`src/rtl/aes_pkg.sv`:
```
// Shared AES types, the reduction polynomial and GF(2^8) helper functions
// used by the round-stage datapath.
package aes_pkg;

    localparam int AES_DATA_W = 128;

    typedef logic [127:0] aes_state_t;
    typedef logic [31:0]  aes_word_t;

    // Low byte of the AES field polynomial x^8 + x^4 + x^3 + x + 1.
    localparam logic [7:0] AES_POLY = 8'h1b;

    // Multiply by 2 in GF(2^8).
    function automatic logic [7:0] xtime(input logic [7:0] x);
        return {x[6:0], 1'b0} ^ (x[7] ? AES_POLY : 8'h00);
    endfunction

    // Multiply by 3 in GF(2^8): 3x = 2x ^ x.
    function automatic logic [7:0] gmul3(input logic [7:0] x);
        return xtime(x) ^ x;
    endfunction

endpackage

```
`src/rtl/mix_addkey_stage_mix_column.sv`:
```
// MixColumns on a single 32-bit column. Row 0 sits in the top byte, so
// a0 = col[31:24] and a3 = col[7:0]. Purely combinational.
import aes_pkg::*;

module mix_column (
    input  logic [31:0] col,
    output logic [31:0] mixed
);

    logic [7:0] a0, a1, a2, a3;
    logic [7:0] r0, r1, r2, r3;

    assign a0 = col[31:24];
    assign a1 = col[23:16];
    assign a2 = col[15:8];
    assign a3 = col[7:0];

    // Circulant matrix {2,3,1,1} applied to the column.
    assign r0 = xtime(a0) ^ gmul3(a1) ^ a2        ^ a3;
    assign r1 = a0        ^ xtime(a1) ^ gmul3(a2) ^ a3;
    assign r2 = a0        ^ a1        ^ xtime(a2) ^ gmul3(a3);
    assign r3 = gmul3(a0) ^ a1        ^ a2        ^ xtime(a3);

    assign mixed = {r0, r1, r2, r3};

endmodule

```
`src/rtl/mix_addkey_stage.sv`:
```
// AES MixColumns + AddRoundKey stage with a two-entry (main + skid) output
// buffer. in_ready comes straight from a flop so the downstream stall path
// never reaches the upstream stage.
// Optional build macro MIXKEY_STATS_EN adds saturating transfer/stall counters.
import aes_pkg::*;

module mix_addkey_stage #(
    parameter int DATA_W  = 128,
    parameter int STATS_W = 32
) (
    input  logic               clk,
    input  logic               rst,
    input  logic               in_valid,
    output logic               in_ready,
    input  logic [DATA_W-1:0]  in_data,
    input  logic [DATA_W-1:0]  in_key,
    input  logic               in_last,
    output logic               out_valid,
    input  logic               out_ready,
    output logic [DATA_W-1:0]  out_data,
    output logic               out_last
`ifdef MIXKEY_STATS_EN
    ,
    output logic [STATS_W-1:0] stat_xfer,
    output logic [STATS_W-1:0] stat_stall
`endif
);

    // Elaboration-time guards on the parameters.
    if (DATA_W != AES_DATA_W) begin : g_bad_data_w
        $error("mix_addkey_stage: DATA_W must be 128");
    end
    if (STATS_W < 1) begin : g_bad_stats_w
        $error("mix_addkey_stage: STATS_W must be at least 1");
    end

    aes_state_t mixed;
    aes_state_t result;

    // One MixColumns unit per column; column c occupies bits [127-32c -: 32].
    for (genvar c = 0; c < 4; c++) begin : g_col
        mix_column u_mix_column (
            .col   (in_data[127-32*c -: 32]),
            .mixed (mixed[127-32*c -: 32])
        );
    end

    // The final round skips MixColumns; the key is always added.
    assign result = (in_last ? in_data : mixed) ^ in_key;

    logic       main_valid;
    aes_state_t main_data;
    logic       main_last;
    logic       skid_full;
    aes_state_t skid_data;
    logic       skid_last;
    logic       in_ready_q;
    logic       accept;
    logic       main_free;

    assign accept    = in_valid & in_ready_q;
    // Main can take new content when it is empty or is being drained now.
    assign main_free = ~main_valid | out_ready;

    // Main/skid buffer: main refills from skid first, otherwise from the
    // input; skid only catches an accepted state while main is stalled.
    always_ff @(posedge clk) begin
        if (!rst) begin
            // NOTE: the data registers are reset too, so out_data is a known
            // value from the first cycle after reset rather than X.
            main_valid <= 1'b0;
            main_data  <= '0;
            main_last  <= 1'b0;
            skid_full  <= 1'b0;
            skid_data  <= '0;
            skid_last  <= 1'b0;
            in_ready_q <= 1'b1;
        end else if (main_free) begin
            if (skid_full) begin
                // in_ready is low while skid is full, so no accept can
                // coincide with this refill.
                main_valid <= 1'b1;
                main_data  <= skid_data;
                main_last  <= skid_last;
                skid_full  <= 1'b0;
                in_ready_q <= 1'b1;
            end else begin
                // NOTE: non-blocking assignments keep every flop in this block
                // sampling pre-edge values, independent of statement order.
                main_valid <= accept;
                if (accept) begin
                    main_data <= result;
                    main_last <= in_last;
                end
            end
        end else if (accept) begin
            skid_data  <= result;
            skid_last  <= in_last;
            skid_full  <= 1'b1;
            in_ready_q <= 1'b0;
        end
    end

    assign in_ready  = in_ready_q;
    assign out_valid = main_valid;
    assign out_data  = main_data;
    assign out_last  = main_last;

`ifdef MIXKEY_STATS_EN
    // Saturating counters of output transfers and output stall cycles.
    always_ff @(posedge clk) begin
        if (!rst) begin
            stat_xfer  <= '0;
            stat_stall <= '0;
        end else begin
            if (main_valid && out_ready && (stat_xfer != '1)) begin
                stat_xfer <= stat_xfer + STATS_W'(1);
            end
            if (main_valid && !out_ready && (stat_stall != '1)) begin
                stat_stall <= stat_stall + STATS_W'(1);
            end
        end
    end
`endif

endmodule

```
`config.mk`:
```
export PLATFORM = sky130hd
export DESIGN_NAME = mix_addkey_stage
export DESIGN_NICKNAME = d
export VERILOG_FILES = /design/src/rtl/aes_pkg.sv /design/src/rtl/mix_addkey_stage_mix_column.sv /design/src/rtl/mix_addkey_stage.sv
export SDC_FILE = /design/constraint.sdc
export NUM_CORES = 1
export LEC_CHECK = 0
export CORE_MARGIN = 3
export CORE_UTILIZATION = 54
export DETAILED_ROUTE_END_ITERATION = 8
export GPL_TIMING_DRIVEN = 0
export HOLD_SLACK_MARGIN = 0.05
export PLACE_DENSITY = 0.82
export SYNTH_ARGS = -nofsm -noshare
export SYNTH_HDL_FRONTEND = slang
export SYNTH_HIERARCHICAL = 1
export SYNTH_SLANG_ARGS = --single-unit
```
`constraint.sdc`:
```
create_clock -name clk -period 2.7 [get_ports clk]
set_input_delay 0.54 -clock clk [delete_from_list [all_inputs] [get_ports clk]]
set_output_delay 0.54 -clock clk [all_outputs]
set_load 0.01 [all_outputs]
```
After elaboration in Yosys (flattened, before gate mapping)
Cells that the tools add are included.
Widths: inputs -> output; s select.
{ "totals": {"ff_bits": 261, "mem_bits_rw": 0, "inputBits": 261, "latch_bits": 0, "mem_bits_ro": 0, "memories": 0} }
{ "op_classes": {"multipliers": 0, "reduce_logical": 6, "n_bitwise": 86, "n_shift": 0, "div": 0, "n_lt_le_gt_ge": 0, "add_sub_neg": 0, "eq_ne": 1, "n_mux": 25} }
{ "op_table": {"columns": ["cell", "count"], "rows": [
  ["$xor 8x8->8", 76],
  ["$mux 128", 3],
  ["$xor 128x128->128", 1],
  ["$mux 5", 16],
  ["$xor 8x5->8", 4],
  ["$mux 1", 6],
  ["$reduce_and 2->1", 3],
  ["$reduce_bool 2->1", 2],
  ["$not 1->1", 3],
  ["$ne 2x2->1 const B", 1],
  ["$reduce_or 2->1", 1],
  ["$and 1x1->1", 1],
  ["$or 1x1->1", 1]
]} }

Logic depth before layout (Yosys ltp)
{ "logic_depth": {"ltp_word": 10, "ltp_mapped": 7, "ltp_nobuf": 5} }

Hierarchy
The synthesis kept the hierarchy.
{ "modules_own_cells": {"columns": ["mod", "n_inst", "area_each_um2", "seq_area_each_um2", "cells_per_inst"], "rows": [
  ["mix_addkey_stage", 1, 15678.8, 5225.0, 1576],
  ["mix_column", 4, 1337.5, 0.0, 81]
]} }

Worst setup path after synthesis
OpenSTA, ideal clock, no wires.
{ "synth_timing": {"path_kind": "input to register", "from": "input in_data[111]", "to": "register main_data[113] (netlist: out_data[113])", "path_slack_ns": 0.623, "n_path_buf": 1, "cell_stages": 6, "setup_ns": 0.133, "t_arrival_ns": 1.943, "path_cell_list": "buf_4 xor3_2 xnor3_1 mux2i_1 mux2i_1 a311oi_1"} }
{ "synth_between": {"elab_chain_cells": 9} }
{ "synth_rtl": {"columns": ["item", "line_no", "source"], "rows": [
  ["start: declaration", "mix_addkey_stage.sv:15", "input logic [DATA_W-1:0] in_data,"],
  ["$mux 5", "aes_pkg.sv:15", "return {x[6:0], 1'b0} ^ (x[7] ? AES_POLY : 8'h00);"],
  ["$xor 8x8->8", "aes_pkg.sv:15", null],
  ["$xor 8x8->8", "aes_pkg.sv:20", "return xtime(x) ^ x;"],
  ["$xor 8x8->8 (2 in series)", "mix_addkey_stage_mix_column.sv:20", "assign r1 = a0 ^ xtime(a1) ^ gmul3(a2) ^ a3;"],
  ["via mixed[113]", "mix_addkey_stage.sv:37", "aes_state_t mixed;"],
  ["$mux 128", "mix_addkey_stage.sv:49", "assign result = (in_last ? in_data : mixed) ^ in_key;"],
  ["$xor 128x128->128", "mix_addkey_stage.sv:49", null],
  ["$mux 128", "mix_addkey_stage.sv:91", "if (accept) begin"],
  ["$mux 128", "mix_addkey_stage.sv:79", "if (skid_full) begin"],
  ["end signal: assignment", "mix_addkey_stage.sv:83", "main_data <= skid_data;"],
  ["end signal: assignment", "mix_addkey_stage.sv:92", "main_data <= result;"],
  ["end: declaration", "mix_addkey_stage.sv:52", "aes_state_t main_data;"]
]} }
The timed path passes the listed nets, and every way through them passes these cells. The select of a mux whose other input is x is not followed.
A chain may end at the register's enable or synchronous reset.

Worst setup path after layout
{ "layout_timing": {"from": "input in_data[97]", "to": "register main_data[121] (netlist: out_data[121])"} }
{ "layout_between": {"elab_chain_cells": 5} }
{ "layout_rtl": {"columns": ["item", "line_no", "source"], "rows": [
  ["$xor 8x8->8", "mix_addkey_stage_mix_column.sv:19", "assign r0 = xtime(a0) ^ gmul3(a1) ^ a2 ^ a3;"],
  ["via mixed[121]", "mix_addkey_stage.sv:37", null],
  ["$mux 128", "mix_addkey_stage.sv:49", null],
  ["$xor 128x128->128", "mix_addkey_stage.sv:49", null],
  ["$mux 128", "mix_addkey_stage.sv:91", null],
  ["$mux 128", "mix_addkey_stage.sv:79", null]
]} }
The timed path passes the listed nets, and every way through them passes these cells. The select of a mux whose other input is x is not followed.

==> flow_summary.toml <==
[timing]
maxClockFrequency_ghz = 0.413
fin_tns_setup_ns = 0
rsz0062_at_grt = "false"
finClkSkew_ns = 0.0121
final_hold_viol_count = 0
period_minus_slack_ns = 2.42
setup_violations = 0
period_share = 0.896
maxSlewViolCount = 0
max-slew-margin-rel = 0.390
layout_setup_ws_ns = 0.281
tightestPinTransition_ns = 0.915

[yosys]
synthMuxAreaShare = 0.181
synth-xor-area-share = 0.301
netlist_area_sq_um = 21000
synth_edf_count = 0
post-synth-top-area-cell = "dfxtp_1"
synthAdderAreaFrac = 0
synth_cell_types = 34
syn_avg_cell_area_sq_um = 11.1
synth_nets = 2161
syn_inst = 1900
ys_ff_latch = 261
synth_area_leaders = "dfxtp_1 25%, xnor3_1 13%, mux2i_4 10%"
yosysWarningCount = 6
async_flop_share = 0
synthSimpleGateAreaFrac = 0.0858
synth_top_family_by_area = "XOR/XNOR gates"
yosysSeqAreaShare = 0.248
synth_compound_area_frac = 0.140
yosys.area.top_type_share = 0.248
synth-main-ff-cell = "dfxtp_1"

[placement]
post-dp-hpwl_mm = 51.7
port_buffers = 390
dpl.cell_count = 2801
dp_worst_setup_slack_ns = -0.233
finalWeightedCongestion = 0.928

[cts]
worstSkewPairLatency_ns = 0.54
cts-root-buf = "clkbuf_16"
cts.sinks = 261
cts_max_level = 1
clk_pin_slew_ns = 0.07
cts_resized = 0
cts_buffers = 29
hold_buffers = 0
post_cts_buffers = 0
max-clock-path-buffers = 3
cts_tree = "built"

[drt]
num_vias = 17184
drc = 0
wl_met1_mm = 27.2
first_pass_iters = 5
routedWlPerCell_um = 23.7
wl_met2_mm = 32.1
drtIter0Drc = 1206
vias_per_cell = 6.01
final_antenna_net_count = 0
routed_wl_mm = 67.8
maxUsedRoutingLayer = "met5"
met3_length_mm = 5.62

[die]
io_pins = 392
die_h_um = 203
core_area_sq_um = 38000
fp.dieW_um = 203
row_count = 71
initial_core_util = 0.553
die_area_sq_um = 41300

[cells_and_area]
n_fill_cell = 2849
fin_cells = 2859
multiInputGateArea_sq_um = 14900
area.sequential_sq_um = 5230
drive_gt1_frac = 0.102
area_delta_synth_final_pct = 26.3
final_net_count = 2582

[flow_run]
maxCapViolCount = 0

[global_route]
antenna_found_initial = 10
gr-total-overflow = 0
grt_pass1_vias = 17410
grt_start_max_net_pins = 14
grt_first_pass_wirelength_mm = 103
grt_use_total = 0.317

[critical_path]
slowest_stage = "clkdlybuf4s50_1"
worstRegToRegCells = 7
path_common_cell = "mux2i_1"
regToRegStartpoint = "skid_full$_SDFFE_PP0P_"
required_ns = 3.09
critPathKind = "in2reg"
cp-end-kind = "flip-flop"
cpPeakStageDelay_ns = 0.54
cp_top_family = "XOR/XNOR gates"
worst-r2r-setup-slack_ns = 0.49
cp_max_fo = 4
critPathLaunchType = "primary input"
worstPathArrival_ns = 2.81
crit_cells = 6
crit_buf_inv = 1
cp_cell_sequence = "clkdlybuf4s50_1 -> xnor2_1 -> xnor3_1 -> mux2i_1 -> mux2i_1 -> a311oi_1"
rr_endpoint = "out_data[65]$_SDFFE_PN0P_"

[hold_path]
hold_path_class = "reg2reg"
min_path_cells = 2
hold_start = "skid_data[17]$_SDFFE_PN0P_"
hold_end = "out_data[17]$_SDFFE_PN0P_"

[pwr]
netSwitchingFraction = 0.318
p_per_area_nw_per_um2 = 533
peakVddDrop_uv = 408
cellInternalPower_w = 0.00965
power.static_leakage_nw = 10.9
clkPwrFrac = 0.286
comb_power_share = 0.407
pwr-share-seq = 0.307
power.switching_w = 0.00450

[status]
status = "finished clean"
## stage by stage
step           cell area, sq um   util  hold slack [ns]  power, W
2_1_floorplan             21000      -            0.449   0.00829
3_3_place_gp              25600  0.673            0.461   0.00997
3_5_place_dp              25600  0.673            0.464    0.0101
4_1_cts                   26500  0.698            0.483    0.0141
5_1_grt                   26500  0.698            0.488    0.0146
6_report                  26600  0.698            0.479    0.0141
## layout make-up
cell class | count | area share
multi-input cells | 1471 | 0.560
flip-flops and latches | 261 | 0.197
repair buffers | 390 | 0.147
plain buffers | 167 | 0.0347
clock buffers | 41 | 0.0320
well taps | 511 | 0.0241
clock inverters | 12 | 0.00438
diodes | 5 | 0.000471
inverters | 1 | 0.000141
## routing by layer
layer,vias to the layer above,GRT usage
met1,8422,0.425
met5,-,0
met2,871,0.517
met4,10,0.122
met3,170,0.0532
li1,7711,-
## synth_stat cells, types with 83 or more instances
library cell    n
dfxtp_1       261
a311oi_1      127
nand2_1       129
mux2i_4        98
nor2b_1       129
nor2_1        129
clkbuf_1       83
xnor3_1       124
mux2i_1       159
a21oi_1       133
a22o_1        128
xnor2_1       196
## registers in the layout (all words and copies together), names as in the netlist
name,flops
in_ready,1
out_data,128
out_last,1
out_valid,1
skid_data,128
skid_full,1
skid_last,1
## cell families after synthesis
| kind of cell | count (synthesis) |
|---|---|
| DFF | 261 |
| and+or+nand+nor | 392 |
| AOI/OAI and AO/OA | 394 |
| buffers and inverters | 168 |
| muxes | 257 |
| xor gates and xnor gates | 428 |
## worst register-to-register path: stages (launching register included)
cell and delay [ns]:
dfxtp_1 0.31, buf_4 0.21, buf_6 0.22, buf_2 0.39, clkbuf_1 0.49, nor2_1 0.13
mux2i_1 0.20, a311oi_1 0.13
## power by group through the flow
| stage | combinational, W | clock [W] | sequential (W) |
|---|---|---|---|
| 6_report | 0.00576 | 0.00405 | 0.00434 |
| 5_1_grt | 0.00606 | 0.00421 | 0.00436 |
| 4_1_cts | 0.00573 | 0.00405 | 0.00433 |
| 3_5_place_dp | 0.00569 | 0 | 0.00441 |
| 3_3_place_gp | 0.00556 | 0 | 0.00441 |
| 2_1_floorplan | 0.00385 | 0 | 0.00444 |
## layout by cell type, fill, tap and decap left out, drive strengths merged, types with 2 or more instances in the layout
cell / Yosys / routed
xnor2: 204 / 204
bufinv: 0 / 2
a22o: 128 / 128
clkbuf: 88 / 129
a21oi: 133 / 133
clkinv: 0 / 8
xnor3: 128 / 128
nor3: 2 / 2
buf: 79 / 79
nand2: 129 / 129
dfxtp: 261 / 261
o21ai: 2 / 2
clkdlybuf4s50: 0 / 390
xor3: 44 / 44
nor2: 129 / 129
a311oi: 128 / 128
mux2i: 257 / 257
diode: 0 / 5
xor2: 52 / 52
inv: 1 / 2
nor2b: 129 / 129
## how the worst max path moves through the flow
stage	startpoint	end	slack [ns]
floorplan	in_data[111]	out_data[113]$_SDFFE_PN0P_	0.62
global placement	in_data[106]	out_data[122]$_SDFFE_PN0P_	-0.21
detailed placement	in_data[104]	out_data[113]$_SDFFE_PN0P_	-0.23
CTS	in_data[15]	out_data[11]$_SDFFE_PN0P_	0.31
global route	in_data[105]	out_data[121]$_SDFFE_PN0P_	0.18
finish	in_data[97]	out_data[121]$_SDFFE_PN0P_	0.28
Power figures use the tool's default switching activity.
